<file path="src/rtl/ad9364_dac_pkg.sv">
// Shared types and helpers for the AD9364 DAC test-pattern generator.
// Pattern encodings, FSM state type and the saturating two's-complement negate.
package ad9364_dac_pkg;

    typedef enum logic [1:0] {
        PAT_CONST  = 2'd0,
        PAT_SQUARE = 2'd1,
        PAT_RAMP   = 2'd2,
        PAT_PRBS   = 2'd3
    } pattern_e;

    typedef enum logic {
        ST_IDLE = 1'b0,
        ST_RUN  = 1'b1
    } state_e;

    // x is a sign-extended w-bit value; the most negative w-bit code maps to the most positive.
    function automatic logic [31:0] sat_neg(input logic [31:0] x, input int unsigned w);
        logic [31:0] min_v;
        min_v = 32'hFFFF_FFFF << (w - 1);
        if (x == min_v) begin
            return ~min_v;
        end
        return 32'd0 - x;
    endfunction

endpackage

</file>
<file path="src/rtl/ad9364_dac_pattern_gen_prbs.sv">
// PRBS15 (x^15 + x^14 + 1, Fibonacci) sequence source with step, reload and zero-guard.
// The lfsr output is the value in force for the current sample, after any reload.
module ad9364_prbs15 #(
    parameter logic [14:0] SEED = 15'h7FFF
) (
    input  logic        clk,
    input  logic        rstn,
    input  logic        step,
    input  logic        reload,
    output logic [14:0] lfsr
);

    logic [14:0] lfsr_q;
    logic [14:0] lfsr_d;
    logic [14:0] cur;

    always_comb begin
        // An all-zero register would lock up, so treat it like a reload request.
        cur    = (reload || lfsr_q == 15'd0) ? SEED : lfsr_q;
        lfsr_d = lfsr_q;
        if (step) begin
            lfsr_d = {cur[13:0], cur[14] ^ cur[13]};
        end else if (reload) begin
            lfsr_d = cur;
        end
    end

    always_ff @(posedge clk or negedge rstn) begin
        if (!rstn) begin
            lfsr_q <= SEED;
        end else begin
            lfsr_q <= lfsr_d;
        end
    end

    assign lfsr = cur;

endmodule

</file>
<file path="src/rtl/ad9364_dac_pattern_gen.sv">
// Test-pattern source feeding the AD9364 interface transmit path: paces dac_valid to the
// word-serialisation cadence and emits constant, square, ramp or PRBS15 samples.
module ad9364_dac_pattern_gen
    import ad9364_dac_pkg::*;
#(
    parameter int unsigned DATA_WIDTH = 12,
    parameter int unsigned DIV_WIDTH  = 16,
    parameter logic [14:0] LFSR_SEED  = 15'h7FFF
) (
    input  logic                  clk,
    input  logic                  rstn,
    input  logic                  enable,
    input  logic [1:0]            pattern_sel,
    input  logic                  r1_mode,
    input  logic [DATA_WIDTH-1:0] const_i,
    input  logic [DATA_WIDTH-1:0] const_q,
    input  logic [DATA_WIDTH-1:0] ramp_step,
    input  logic [DIV_WIDTH-1:0]  half_period,
    output logic                  dac_valid,
    output logic [DATA_WIDTH-1:0] dac_data_i1,
    output logic [DATA_WIDTH-1:0] dac_data_q1,
    output logic [DATA_WIDTH-1:0] dac_data_i2,
    output logic [DATA_WIDTH-1:0] dac_data_q2,
    output logic                  dac_r1_mode,
    output logic [31:0]           sample_cnt
);

    localparam logic [DATA_WIDTH-1:0] RAMP_OFFSET = DATA_WIDTH'(1) << (DATA_WIDTH - 2);

    logic [1:0]            cad_q, cad_d;
    state_e                state_q, state_d;
    logic                  phase_q, phase_d, phase_cur;
    logic [DIV_WIDTH-1:0]  hcnt_q, hcnt_d, hcnt_cur;
    logic [DATA_WIDTH-1:0] acc_q, acc_d, acc_cur;
    logic                  valid_q, valid_d;
    logic [DATA_WIDTH-1:0] i1_q, i1_d, q1_q, q1_d, i2_q, i2_d, q2_q, q2_d;
    logic                  r1_q, r1_d;
    logic [31:0]           cnt_q, cnt_d;

    logic                  boundary;
    logic                  prbs_step, prbs_reload;
    logic [14:0]           lfsr;
    logic [DATA_WIDTH-1:0] pat_i, pat_q;
    logic [DATA_WIDTH-1:0] neg_i, neg_q;

    assign boundary = (cad_q == 2'd0);
    assign neg_i    = DATA_WIDTH'(sat_neg(32'(signed'(const_i)), DATA_WIDTH));
    assign neg_q    = DATA_WIDTH'(sat_neg(32'(signed'(const_q)), DATA_WIDTH));

    ad9364_prbs15 #(
        .SEED (LFSR_SEED)
    ) u_prbs (
        .clk    (clk),
        .rstn   (rstn),
        .step   (prbs_step),
        .reload (prbs_reload),
        .lfsr   (lfsr)
    );

    always_comb begin
        // The mode latched at the last boundary sets the cadence, so a switch never shortens a sample.
        cad_d       = (r1_q && cad_q == 2'd1) ? 2'd0 : cad_q + 2'd1;
        state_d     = state_q;
        phase_d     = phase_q;
        hcnt_d      = hcnt_q;
        acc_d       = acc_q;
        cnt_d       = cnt_q;
        r1_d        = r1_q;
        valid_d     = 1'b0;
        i1_d        = i1_q;
        q1_d        = q1_q;
        i2_d        = i2_q;
        q2_d        = q2_q;
        prbs_step   = 1'b0;
        prbs_reload = 1'b0;
        pat_i       = '0;
        pat_q       = '0;
        phase_cur   = phase_q;
        hcnt_cur    = hcnt_q;
        acc_cur     = acc_q;

        if (boundary) begin
            valid_d = 1'b1;
            r1_d    = r1_mode;
            state_d = enable ? ST_RUN : ST_IDLE;
            if (enable) begin
                if (state_q == ST_IDLE) begin
                    phase_cur   = 1'b1;
                    hcnt_cur    = '0;
                    acc_cur     = '0;
                    prbs_reload = 1'b1;
                end
                phase_d = phase_cur;
                hcnt_d  = hcnt_cur;
                acc_d   = acc_cur;
                cnt_d   = cnt_q + 32'd1;
                case (pattern_e'(pattern_sel))
                    PAT_CONST: begin
                        pat_i = const_i;
                        pat_q = const_q;
                    end
                    PAT_SQUARE: begin
                        pat_i = phase_cur ? const_i : neg_i;
                        pat_q = phase_cur ? const_q : neg_q;
                        if (hcnt_cur >= half_period) begin
                            hcnt_d  = '0;
                            phase_d = ~phase_cur;
                        end else begin
                            hcnt_d = hcnt_cur + DIV_WIDTH'(1);
                        end
                    end
                    PAT_RAMP: begin
                        pat_i = acc_cur;
                        pat_q = acc_cur + RAMP_OFFSET;
                        acc_d = acc_cur + ramp_step;
                    end
                    PAT_PRBS: begin
                        pat_i     = DATA_WIDTH'(lfsr[11:0]);
                        pat_q     = DATA_WIDTH'(lfsr[14:3]);
                        prbs_step = 1'b1;
                    end
                    default: begin
                        pat_i = '0;
                        pat_q = '0;
                    end
                endcase
            end
            i1_d = pat_i;
            q1_d = pat_q;
            i2_d = r1_mode ? '0 : pat_q;
            q2_d = r1_mode ? '0 : pat_i;
        end
    end

    always_ff @(posedge clk or negedge rstn) begin
        if (!rstn) begin
            cad_q   <= 2'd0;
            state_q <= ST_IDLE;
            phase_q <= 1'b1;
            hcnt_q  <= '0;
            acc_q   <= '0;
            valid_q <= 1'b0;
            i1_q    <= '0;
            q1_q    <= '0;
            i2_q    <= '0;
            q2_q    <= '0;
            r1_q    <= 1'b1;
            cnt_q   <= 32'd0;
        end else begin
            cad_q   <= cad_d;
            state_q <= state_d;
            phase_q <= phase_d;
            hcnt_q  <= hcnt_d;
            acc_q   <= acc_d;
            valid_q <= valid_d;
            i1_q    <= i1_d;
            q1_q    <= q1_d;
            i2_q    <= i2_d;
            q2_q    <= q2_d;
            r1_q    <= r1_d;
            cnt_q   <= cnt_d;
        end
    end

    assign dac_valid   = valid_q;
    assign dac_data_i1 = i1_q;
    assign dac_data_q1 = q1_q;
    assign dac_data_i2 = i2_q;
    assign dac_data_q2 = q2_q;
    assign dac_r1_mode = r1_q;
    assign sample_cnt  = cnt_q;

endmodule

</file>
<file path="config.mk">
export PLATFORM = sky130hd
export DESIGN_NAME = ad9364_dac_pattern_gen
export DESIGN_NICKNAME = d
export VERILOG_FILES = /design/src/rtl/ad9364_dac_pkg.sv /design/src/rtl/ad9364_dac_pattern_gen_prbs.sv /design/src/rtl/ad9364_dac_pattern_gen.sv
export SDC_FILE = /design/constraint.sdc
export NUM_CORES = 1
export LEC_CHECK = 0
export ABC_AREA = 1
export BUFFER_PORTS_ARGS = -buffer_cell sky130_fd_sc_hd__buf_2
export CELL_PAD_IN_SITES_DETAIL_PLACEMENT = 0
export CELL_PAD_IN_SITES_GLOBAL_PLACEMENT = 1
export CORE_ASPECT_RATIO = 1.5
export CORE_MARGIN = 4
export CORE_UTILIZATION = 43
export DETAILED_ROUTE_END_ITERATION = 12
export GPL_TIMING_DRIVEN = 0
export PLACE_DENSITY_LB_ADDON = 0.1
export SLEW_MARGIN = 20
export SYNTH_ARGS = -nofsm -noshare
export SYNTH_HDL_FRONTEND = slang
export SYNTH_HIERARCHICAL = 1
export SYNTH_SLANG_ARGS = --single-unit
</file>
<file path="constraint.sdc">
create_clock -name clk -period 6.4 [get_ports clk]
set_input_delay 1.92 -clock clk [delete_from_list [all_inputs] [get_ports clk]]
set_output_delay 1.92 -clock clk [all_outputs]
set_load 0.1 [all_outputs]
</file>
==> results of run 1 <==
==> synthesized netlist by cell type, drive strengths merged <==
| master | count | area (um2) |
|---|---|---|
| nand3b | 8 | 60.1 |
| fa | 1 | 20.0 |
| nand3 | 76 | 395 |
| nor3b | 2 | 25.0 |
| nand4 | 26 | 184 |
| buf | 25 | 140 |
| a211oi | 1 | 7.51 |
| a22oi | 1 | 7.51 |
| o21ai | 73 | 373 |
| o211ai | 8 | 60.1 |
| nor3 | 18 | 116 |
| clkinv | 2 | 8.75 |
| nor4 | 1 | 6.26 |
| nand2 | 372 | 1470 |
| or2 | 1 | 6.26 |
| ha | 30 | 375 |
| xor2 | 40 | 350 |
| xnor2 | 16 | 140 |
| a21oi | 54 | 282 |
| a22o | 4 | 35.0 |
| a21boi | 1 | 7.51 |
| a31oi | 3 | 18.8 |
| a311oi | 1 | 8.76 |
| nor2 | 113 | 462 |
| dfrtp | 112 | 2800 |
| inv | 165 | 619 |
| dfstp | 17 | 447 |
| clkbuf | 13 | 50.0 |
| o21a | 1 | 7.51 |
==> per-layer routing <==
layer  vias to the layer above  routed length [um]  global-route usage [%]
met4                         0                1090                    10.9
met3                        59                1150                    4.49
li1                       4083                   -                       -
met2                       203               13300                    42.6
met1                      3743               10300                    28.5
met5                         -                   0                       0
==> path summary, 6_finish.rpt <==
path,start,endpoint,slack [ns],cells after the start
worst max-delay path,enable,u_prbs/lfsr_q[3]$_DFFE_PN1P_,2.43,11
worst min-delay path,dac_data_i1[1]$_DFFE_PN0P_,dac_data_i1[1]$_DFFE_PN0P_,0.47,2
worst max register to register,state_q$_DFFE_PN0P_,hcnt_q[11]$_DFFE_PN0P_,3.23,16
worst min register to register,dac_data_i1[1]$_DFFE_PN0P_,dac_data_i1[1]$_DFFE_PN0P_,0.47,2
max in group asynchronous,rstn,dac_r1_mode$_DFFE_PN1P_,4.24,2
min in group asynchronous,rstn,hcnt_q[2]$_DFFE_PN0P_,1.44,1
==> kinds of logic after synthesis <==
kind of cell | after synthesis | synth area share [%]
buf+inv | 205 | 9.64
flops | 129 | 38.3
compound gates | 147 | 9.51
fa+ha+maj | 31 | 4.66
simple gates | 617 | 32.1
xor+xnor | 56 | 5.78
==> cells in the final DEF, fill, tap and decap left out, types with 2 or more instances in the layout <==
cell type,n
buf_4,3
nor3_2,3
nor3_1,14
o21ai_0,65
a31oi_1,3
inv_2,3
nor2_1,106
a21oi_1,53
nor2_4,4
xnor2_1,16
clkinv_2,3
o21ai_2,2
buf_2,153
nand3_2,3
clkinvlp_4,5
clkbuf_1,13
nand3b_1,8
ha_1,30
a22o_1,4
nand3_1,73
diode_2,3
buf_1,6
nor3b_2,2
nand4_1,24
nand2_4,10
xor2_1,40
dfstp_2,17
nor2_2,3
inv_6,2
clkbuf_8,3
nand2_1,361
dfrtp_1,112
clkbuf_16,17
inv_1,162
o21ai_1,6
o211ai_1,8
==> layout make-up <==
class	instances	area [um2]	share of cell area (%)
diodes	3	7.51	0.0741
plain buffers	38	190	1.88
clock buffers	21	470	4.65
clock inverters	11	104	1.03
inverters	167	628	6.20
multi-input cells	851	4420	43.7
flip-flops and latches	129	3250	32.1
well taps	256	320	3.16
repair buffers	140	733	7.24
==> state kept, by name, summed over array words and instances, names as in the netlist <==
register       cells
sample_cnt        32
hcnt_q            16
u_prbs/lfsr_q     15
acc_q             12
dac_data_i1       12
dac_data_i2       12
dac_data_q1       12
dac_data_q2       12
cad_q              2
dac_r1_mode        1
dac_valid          1
phase_q            1
state_q            1
==> metrics by stage <==
stage	area [um2]	hold WS [ns]	setup WS, ns	total power [uW]
global route	10100	0.487	2.25	3860
finish	10100	0.471	2.43	3660
floorplan	8490	0.449	2.90	2390
detailed placement	9540	0.460	2.01	2730
CTS	10100	0.475	2.46	3690
global placement	9510	0.458	1.56	2720
==> worst max-delay path: stages <==
cell	delay, ns
buf_2	0.11
nand2_4	0.11
buf_2	0.27
buf_2	0.31
buf_1	0.44
nor2_1	0.18
nor2_1	0.32
clkbuf_1	0.42
nand2_1	0.08
o21ai_0	0.10
inv_1	0.06
==> power by group <==
group,internal [uW],switching [uW],leakage [uW]
logic,313,1280,0.00374
clock network,566,388,0.000268
registers,1010,110,0.00164
==> qor.yml, run 1 <==
min_path:
  hold_class: "register to register"
floorplanning:
  die_y_um: 180
  start_util_pct: 43.9
  io_pins: 140
  die_area_um2: 22100
  die_x_um: 123
  core_area_um2: 19300
  rows: 62
grt:
  antenna_found_initial: 3
  grt_pass1_vias: 8253
  grt-ovfl-total: 0
  track_usage_pct: 24.4
  grt_pass1_wl_mm: 42.2
  grt_max_degree: 68
clock_network:
  cts_resized: 0
  cts_tree: "done"
  cts_buffer_depth: 2
  clock_latency_ns: 0.43
  cts_htree_levels: 4
  cts_sinks: 129
  clock-root-buffer: "clkbuf_16"
  path_clk_slew_ns: 0.05
  post-cts-setup-buffers: 0
  cts_buffers: 17
  hold_buffers: 0
synth:
  synth_nets: 1274
  synth_warnings: 6
  synth_area_um2: 8490
  ys_ff_latch: 129
  synth_seq_area_share_pct: 38.3
  synth.avg_cell_area_um2: 7.16
  synth_cells: 1185
  synth_cell_types: 47
drt:
  routed_wirelength_mm: 25.9
  post_drt_wl_per_cell_um: 16.0
  ant_nets: 0
  dr.pass1.iters: 6
  drc: 0
  via_per_inst: 5.00
  num_vias: 8088
  drt-initial-drc-count: 473
status:
  status: "finished, final reports clean"
worst_setup_path:
  criticalPathCategory: "primary input to register"
  critical_path_peak_fanout: 10
  arrival_ns: 4.32
  startpoint_type: "primary input"
  critPathRequiredTime_ns: 6.75
  critPathCaptureType: "register"
finish:
  fin_util_pct: 52.4
  areaGrowthSynthToFinish_pct: 19.3
  num-fill-cells: 2030
  fin_nets: 1433
  instances_no_fill: 1616
  drive_gt1_share_pct: 18.1
timing:
  post-route-period-util_pct: 62.1
  timing_worst_slew_pin_value_ns: 0.700
  slew_headroom_pct: 53.3
  setup_violations: 0
  setup_tns_ns: 0
  drv_slew: 0
  fmax_ghz: 0.252
  clock_skew_ns: 0.00639
  hold_viol_final: 0
  min_period_ns: 3.97
  rsz0062_at_grt: "false"
place:
  dp_hpwl_mm: 20.3
  gp_congestion: 0.925
  port_buffers: 139
  place_inst: 1581
power_and_ir_drop:
  vdd.ir_drop.worst_mv: 0.320
  p_leak_uw: 0.00565
  power_density_nw_per_um2: 362
job:
  cap_violations: 0
Note: power is estimated with default switching activity, not from simulation.
==> run 2, diff against run 1 <==
--- a/config.mk
+++ b/config.mk
@@ -11,7 +11,7 @@
 export CELL_PAD_IN_SITES_GLOBAL_PLACEMENT = 1
 export CORE_ASPECT_RATIO = 1.5
 export CORE_MARGIN = 4
-export CORE_UTILIZATION = 43
+export CORE_UTILIZATION = 37
 export DETAILED_ROUTE_END_ITERATION = 12
 export GPL_TIMING_DRIVEN = 0
 export PLACE_DENSITY_LB_ADDON = 0.1
==> constraint.sdc (replaced) <==
create_clock -name clk -period 3.3 [get_ports clk]
set_input_delay 0.99 -clock clk [delete_from_list [all_inputs] [get_ports clk]]
set_output_delay 0.99 -clock clk [all_outputs]
set_load 0.1 [all_outputs]
==> run 2 against run 1 <==
  * Critical path depth rose by 4
  * Clock power up 100%
  * Register-to-register slack got worse by 2.7 ns
  * Sequential share of layout area shrank 0.11 points
  * Via count fell by 0.64%
  * Die area grew 15%
  * Setup slack worse by 1.9 ns
  * Wire length grew 2.9%
  * Flip-flop and latch count stayed put
  * Cell area increased by 0.36%
==> qor.yml, run 2 (synthesis results as in run 1) <==
finish:
  num-fill-cells: 2455  # +21%
  fin_nets: 1430  # -0.21%
  final_common_cell: "nand2_1"
  areaGrowthSynthToFinish_pct: 19.7
  drive_gt1_share_pct: 18.0  # -0.034 points
  instances_no_fill: 1632  # +0.99%
  layout_common_cells: "nand2_1, inv_1, buf_2, dfrtp_1, nor2_1"
  multi_input_area_um2: 4430  # +0.11%
  largest_reg_flops: 32  # unchanged
  seqCellArea_um2: 3250  # unchanged
min_path:
  hp-start: "dac_data_i2[7]$_DFFE_PN0P_"
  hold_class: "register to register"
  hold_end: "dac_data_i2[7]$_DFFE_PN0P_"
  holdPathStages: 2  # unchanged
grt:
  track_usage_pct: 21.4  # -3.0 points
  grt-ovfl-total: 0  # unchanged
  grt_max_degree: 67  # -1.5%
  antenna_found_initial: 2  # -1
  grt_pass1_wl_mm: 43.3  # +2.6%
  grt_pass1_vias: 8169  # -1.0%
worst_setup_path:
  path_buf_inv: 5  # -1
  arrival_ns: 3.11  # -1.21 ns
  critPathCaptureType: "register"
  startpoint_type: "register"
  timing.rr.start: "state_q$_DFFE_PN0P_"
  rrSetupSlack_ns: 0.51  # -2.72 ns
  r2r.worst_path.cells: 15  # -1
  cp.depth: 15  # +4
  critical_path_peak_fanout: 28  # +18
  worst_path_largest_cell_delay_ns: 0.37  # -0.07 ns
  critPathRequiredTime_ns: 3.62  # -3.13 ns
  crit_chain: "buf_4, buf_4, nand2_1, inv_1, ha_1, nand2_1, inv_1, nand3_1, nor3_2, nand3_1, nand3_1, nand2_1, buf_4, nand3b_1, nand2_1"
  critPathLaunch: "state_q$_DFFE_PN0P_"
  criticalPathCategory: "register to register"
  r2r-end: "hcnt_q[11]$_DFFE_PN0P_"
  cpMostUsedCell: "nand2_1"
  cp_top_family: "simple AND/OR/NAND/NOR gates"
  critPathSlowestCell: "dfrtp_1"
drt:
  num_vias: 8036  # -0.64%
  drt-initial-drc-count: 461  # -2.5%
  ant_nets: 0  # unchanged
  post_drt_wl_per_cell_um: 16.3  # +1.9%
  drc: 0  # unchanged
  via_per_inst: 4.92  # -1.6%
  routed_wirelength_mm: 26.6  # +2.9%
  dr.pass1.iters: 5  # -1
clock_network:
  cts_buffers: 17  # unchanged
  clock-root-buffer: "clkbuf_16"
  cts_tree: "done"
  cts_sinks: 129  # unchanged
  post-cts-setup-buffers: 0  # unchanged
  cts_buffer_depth: 2  # unchanged
  cts_htree_levels: 4  # unchanged
  hold_buffers: 0  # unchanged
  clock_latency_ns: 0.43  # about the same
  path_clk_slew_ns: 0.06  # about the same
power_and_ir_drop:
  vdd.ir_drop.worst_mv: 0.476  # +48%
  p_leak_uw: 0.00566  # +0.17%
  power_density_nw_per_um2: 706  # +95%
  power_uw: 7170  # +96%
timing:
  drv_slew: 0  # unchanged
  fmax_ghz: 0.358
  post-route-period-util_pct: 84.5
  timing_worst_slew_pin_value_ns: 0.739  # +0.0393 ns
  clock_skew_ns: 0.00818  # +0.00179 ns
  slew_headroom_pct: 50.7  # -2.6 points
  setup_violations: 0  # unchanged
  min_period_ns: 2.79
  hold_viol_final: 0  # unchanged
  rsz0062_at_grt: "false"
floorplanning:
  io_pins: 140  # unchanged
  die_x_um: 132  # +7.3%
  rows: 67  # +8.1%
  die_y_um: 194  # +7.5%
  core_area_um2: 22500  # +16%
  start_util_pct: 37.8  # -6.2 points
  die_area_um2: 25500  # +15%
status:
  status: "finished, final reports clean"
job:
  cap_violations: 0  # unchanged
place:
  place_inst: 1601  # +1.3%
  gp_congestion: 0.894  # -3.4%
  port_buffers: 139  # unchanged
  dp_hpwl_mm: 21.1  # +3.7%
run 2: cell count changes in the layout (fill, tap and decap cells not counted), sizes merged:
cell,change
buf,-2
bufinv,+2
clkbuf,-3
clkinv,+2
clkinvlp,-2
diode,-1
run 2: metrics by stage:
stage	utilization, %	worst slack, ns	TNS, ns	hold WS [ns]	cell area, um2
3_5_place_dp	42.6	-0.212	-2.11	0.461	9570
2_1_floorplan	-	0.727	0	0.449	8490
3_3_place_gp	42.4	-0.667	-75.77	0.458	9530
4_1_cts	45.2	0.153	0	0.476	10200
5_1_grt	45.2	0.198	0	0.490	10200
6_report	45.2	0.510	0	0.471	10200
run 2: worst max path at each step:
stage,to
3_3_place_gp,sample_cnt[11]$_DFFE_PN0P_
4_1_cts,hcnt_q[0]$_DFFE_PN0P_
6_report,hcnt_q[11]$_DFFE_PN0P_
5_1_grt,hcnt_q[0]$_DFFE_PN0P_
2_1_floorplan,u_prbs/lfsr_q[7]$_DFFE_PN1P_
3_5_place_dp,u_prbs/lfsr_q[7]$_DFFE_PN1P_
run 2: final cells by class:
cell class / count / share of cell area [%]
multi-input combinational: 851 / 43.6
sequential: 129 / 32.0
timing repair buffer: 140 / 7.22
inverter: 167 / 6.18
clock buffer: 19 / 4.26
tap: 276 / 3.40
buffer: 35 / 1.75
clock inverter: 13 / 1.60
antenna: 2 / 0.0493
run 2: timing repair:
| action | 4_1_cts | 5_1_grt |
|---|---|---|
| endpoints found under the setup margin | 10 | 11 |
| resized for setup | 0 | 1 |
| pin swaps | 0 | 0 |
run 2: worst register-to-register path, stage by stage (launching register included):
cell      delay, ns
dfrtp_1        0.37
buf_4          0.16
buf_4          0.24
nand2_1        0.17
inv_1          0.06
ha_1           0.26
nand2_1        0.04
inv_1          0.06
nand3_1        0.11
nor3_2         0.25
nand3_1        0.18
nand3_1        0.18
nand2_1        0.20
buf_4          0.24
nand3b_1       0.09
nand2_1        0.06
run 2: routing by layer:
| layer | vias to the layer above | GRT usage [%] | part of all wire, % |
|---|---|---|---|
| met5 | - | 0 | 0 |
| met4 | 0 | 10.4 | 4.3 |
| met3 | 57 | 4.08 | 3.8 |
| met2 | 183 | 37.5 | 51 |
| met1 | 3734 | 25.0 | 41 |
| li1 | 4062 | - | - |
run 2: power by group:
group,switching (uW),total (uW),internal [uW]
clock network,741,1930,1190
logic,2480,3080,600
registers,213,2160,1950
total,3430,7170,3740
==> run 3, diff against run 2 <==
--- a/config.mk
+++ b/config.mk
@@ -5,13 +5,13 @@
 export SDC_FILE = /design/constraint.sdc
 export NUM_CORES = 1
 export LEC_CHECK = 0
-export ABC_AREA = 1
+export ABC_AREA = 0
 export BUFFER_PORTS_ARGS = -buffer_cell sky130_fd_sc_hd__buf_2
 export CELL_PAD_IN_SITES_DETAIL_PLACEMENT = 0
 export CELL_PAD_IN_SITES_GLOBAL_PLACEMENT = 1
 export CORE_ASPECT_RATIO = 1.5
 export CORE_MARGIN = 4
-export CORE_UTILIZATION = 37
+export CORE_UTILIZATION = 43
 export DETAILED_ROUTE_END_ITERATION = 12
 export GPL_TIMING_DRIVEN = 0
 export PLACE_DENSITY_LB_ADDON = 0.1
==> constraint.sdc (replaced) <==
create_clock -name clk -period 2.6 [get_ports clk]
set_input_delay 0.78 -clock clk [delete_from_list [all_inputs] [get_ports clk]]
set_output_delay 0.78 -clock clk [all_outputs]
set_load 0.1 [all_outputs]
==> run 3 against run 2 <==
  * Flip-flop and latch count unchanged
  * Highest routed layer unchanged
  * Synthesized cell count decreased by 27%
  * Non-clock buffer count increased by 32
  * The run now ends with setup timing left
  * First-iteration DRC count decreased by 12%
==> qor.yml, run 3 <==
floorplanning:
  io_pins: 140  # unchanged
  die_x_um: 118  # -11%
  die_y_um: 173  # -11%
  rows: 59  # -12%
  die_area_um2: 20300  # -20%
  start_util_pct: 44.2  # +6.4 points
  core_area_um2: 17600  # -22%
finish:
  multi_input_area_um2: 4560  # +3.1%
  num-fill-cells: 1623  # -34%
  largest_reg_flops: 32  # unchanged
  instances_no_fill: 1270  # -22%
  design_area_um2: 10000  # -1.3%
  areaGrowthSynthToFinish_pct: 29.2
  final_common_cell: "buf_2"
  seqCellArea_um2: 3250  # unchanged
  drive_gt1_share_pct: 31.1  # +13 points
  fin_nets: 1133  # -21%
  layout_common_cells: "buf_2, nand2_1, dfrtp_1, o21ai_0, nor2_1"
  num_antenna_cells: 0  # -2
worst_setup_path:
  arrival_ns: 3.34  # +0.23 ns
  criticalPathCategory: "register to register"
  path_buf_inv: 5  # unchanged
  critical_path_peak_fanout: 8  # -71%
  critPathSlowestCell: "or4_4"
  startpoint_type: "register"
  cp_top_family: "simple AND/OR/NAND/NOR gates"
  critPathCaptureType: "register"
  worst_path_largest_cell_delay_ns: 0.46  # +0.09 ns
  critPathRequiredTime_ns: 2.91  # -0.71 ns
  cpMostUsedCell: "clkbuf_16"
  crit_chain: "buf_8, clkbuf_16, clkbuf_16, clkbuf_16, and2_4, ha_4, nand4_1, or4_4, o32ai_4, nor3_4, o21ai_2, buf_4, o21ai_1, a21o_1"
  rrSetupSlack_ns: -0.43  # -0.94 ns
place:
  dp_slack_ns: -0.854  # -0.642 ns
  place_inst: 1214  # -24%
  port_buffers: 139  # unchanged
  dpl_cell_area_um2: 8870  # -7.3%
  dp_hpwl_mm: 18.6  # -11%
  gp_congestion: 0.910  # +1.8%
synth:
  synth-edff-count: 0  # unchanged
  synthTopCellsByCount: "nand2_1, dfrtp_1, o21ai_0"
  yosysTopAreaCell: "dfrtp_1"
  synth_flop_cell: "dfrtp_1"
  yosysMostFrequentCell: "nand2_1"
  synth_cell_types: 82  # +74%
  ys_ff_latch: 129  # unchanged
  synth_cells: 861  # -27%
  synth_area_leaders: "dfrtp_1, dfstp_2, nand2_1, ha_1, xnor2_1"
  synth_warnings: 6  # unchanged
  synth_area_um2: 7770  # -8.5%
  synth-async-reset-ratio_pct: 100  # unchanged
  synth_nets: 950  # -25%
  synth_seq_area_share_pct: 41.8  # +3.6 points
  yosysTopAreaCellShare_pct: 36.1  # +3.1 points
  synth.avg_cell_area_um2: 9.02  # +26%
timing:
  setup_violations: 23  # +23
  min_period_ns: 3.03  # +0.236 ns
  fmax_ghz: 0.330  # -7.8%
  drv_slew: 0  # unchanged
  post-route-period-util_pct: 116  # +32 points
  slew_headroom_pct: 40.3  # -10 points
  clock_skew_ns: 0.0159  # +0.00775 ns
  hold_viol_final: 0  # unchanged
  rsz0062_at_grt: "true"
  timing_worst_slew_pin_value_ns: 0.894  # +0.154 ns
  setup_slack_ns: -0.426  # -0.936 ns
  hold_ws_ns: 0.299  # -0.172 ns
drt:
  drc: 0  # unchanged
  drt-initial-drc-count: 407  # -12%
  via_per_inst: 5.69  # +16%
  ant_nets: 0  # unchanged
  routed_wirelength_mm: 25.0  # -6.2%
  num_vias: 7230  # -10%
  dr.pass1.iters: 5  # unchanged
  post_drt_wl_per_cell_um: 19.7  # +20%
clock_network:
  cts_tree: "done"
  clock_latency_ns: 0.42  # about the same
  path_clk_slew_ns: 0.06  # about the same
  cts_htree_levels: 4  # unchanged
  cts_buffers: 17  # unchanged
  cts_sinks: 129  # unchanged
  clock-root-buffer: "clkbuf_16"
  cts_buffer_depth: 2  # unchanged
grt:
  antenna_found_initial: 0  # -2
  grt_max_degree: 71  # +6.0%
  grt-ovfl-total: 0  # unchanged
  grt_pass1_wl_mm: 40.2  # -7.2%
  track_usage_pct: 24.6  # +3.2 points
  grt_pass1_vias: 7183  # -12%
power_and_ir_drop:
  power_density_nw_per_um2: 954  # +35%
  switchingPower_uw: 4490  # +31%
  seq_power_share_pct: 29.3  # -0.9 points
  p_leak_uw: 0.00484  # -14%
  p_comb_share_pct: 45.9  # +3.0 points
  swShare_pct: 46.9  # -0.94 points
  power.internal_uw: 5080  # +36%
  pwr-share-clk_pct: 24.9  # -2.0 points
  vdd.ir_drop.worst_mv: 0.849  # +78%
job:
  cap_violations: 0  # unchanged
status:
  status: "finished, violations left"
  violations: "setup timing"
min_path:
  hold_class: "primary input to asynchronous set/reset pin"
## run 3: cell count changes after synthesis, sizes merged, moves of 18 or more
cell	previous run	this run
xnor2	16	34
or3	0	19
nand2	372	118
inv	165	34
a22o	4	22
clkbuf	13	35
nand4	26	8
nand3	76	31
nor2	113	49
and2	0	28
xor2	40	13
## run 3: power groups by stage
stage | sequential (uW) | combinational (uW) | clock, uW
floorplan | 4730 | 1120 | 0
global placement | 2810 | 3870 | 0
detailed placement | 2820 | 3900 | 0
CTS | 2790 | 4280 | 2430
global route | 2850 | 4630 | 2530
finish | 2800 | 4390 | 2380
## run 3: routing by layer
metal	wire, um	vias up	share of wire (%)	global-route usage [%]
met4	649	0	2.6	7.73
met5	0	-	0	0
met2	12900	199	52	43.2
li1	-	3454	-	-
met1	10400	3544	42	30.9
met3	999	33	4.0	4.02
## run 3: final cells by class
class	instances	area share, %
clock buffers	17	4.24
well taps	213	2.66
inverters	35	1.32
multi-input cells	654	45.5
flip-flops and latches	129	32.4
clock inverters	15	1.60
repair buffers	164	9.22
plain buffers	43	3.09
## run 3: cell families (layout without fill, tap and decap cells)
family          after synthesis  after routing  synth area share [%]
simple gates                339            339                  22.4
mux                           6              6                 0.789
buf+inv                      78            274                  4.46
flops                       129            129                  41.8
xor+xnor                     47             47                  5.30
compound gates              231            231                  20.1
fa+ha+maj                    31             31                  5.09
## run 3: metrics by stage
step	TNS, ns	utilization [%]	total power (uW)
3_5_place_dp	-45.58	50.5	6720
3_3_place_gp	-163.78	50.3	6680
6_report	-7.69	57.1	9570
2_1_floorplan	-2.77	-	5850
5_1_grt	-10.77	57.1	10000
4_1_cts	-8.17	56.2	9490
## run 3: timing repair
item | in CTS | in global routing
pin swaps | 27 | 20
gates resized for setup | 57 | 37
setup buffers | 20 | 4
hold buffers | 0 | 0
gates cloned | 1 | 0
endpoints found under the setup margin | 84 | 63
## run 3: worst paths after layout
kind                                          start                             to  depth (start not counted)
worst max register to register  state_q$_DFFE_PN0P_         hcnt_q[12]$_DFFE_PN0P_                         14
worst min-delay path                           rstn         hcnt_q[13]$_DFFE_PN0P_                          1
worst max-delay path            state_q$_DFFE_PN0P_         hcnt_q[12]$_DFFE_PN0P_                         14
worst min register to register   cad_q[0]$_DFF_PN0_             cad_q[0]$_DFF_PN0_                          1
min in group clk                 cad_q[0]$_DFF_PN0_             cad_q[0]$_DFF_PN0_                          1
max in group asynchronous                      rstn  u_prbs/lfsr_q[10]$_DFFE_PN1P_                          2
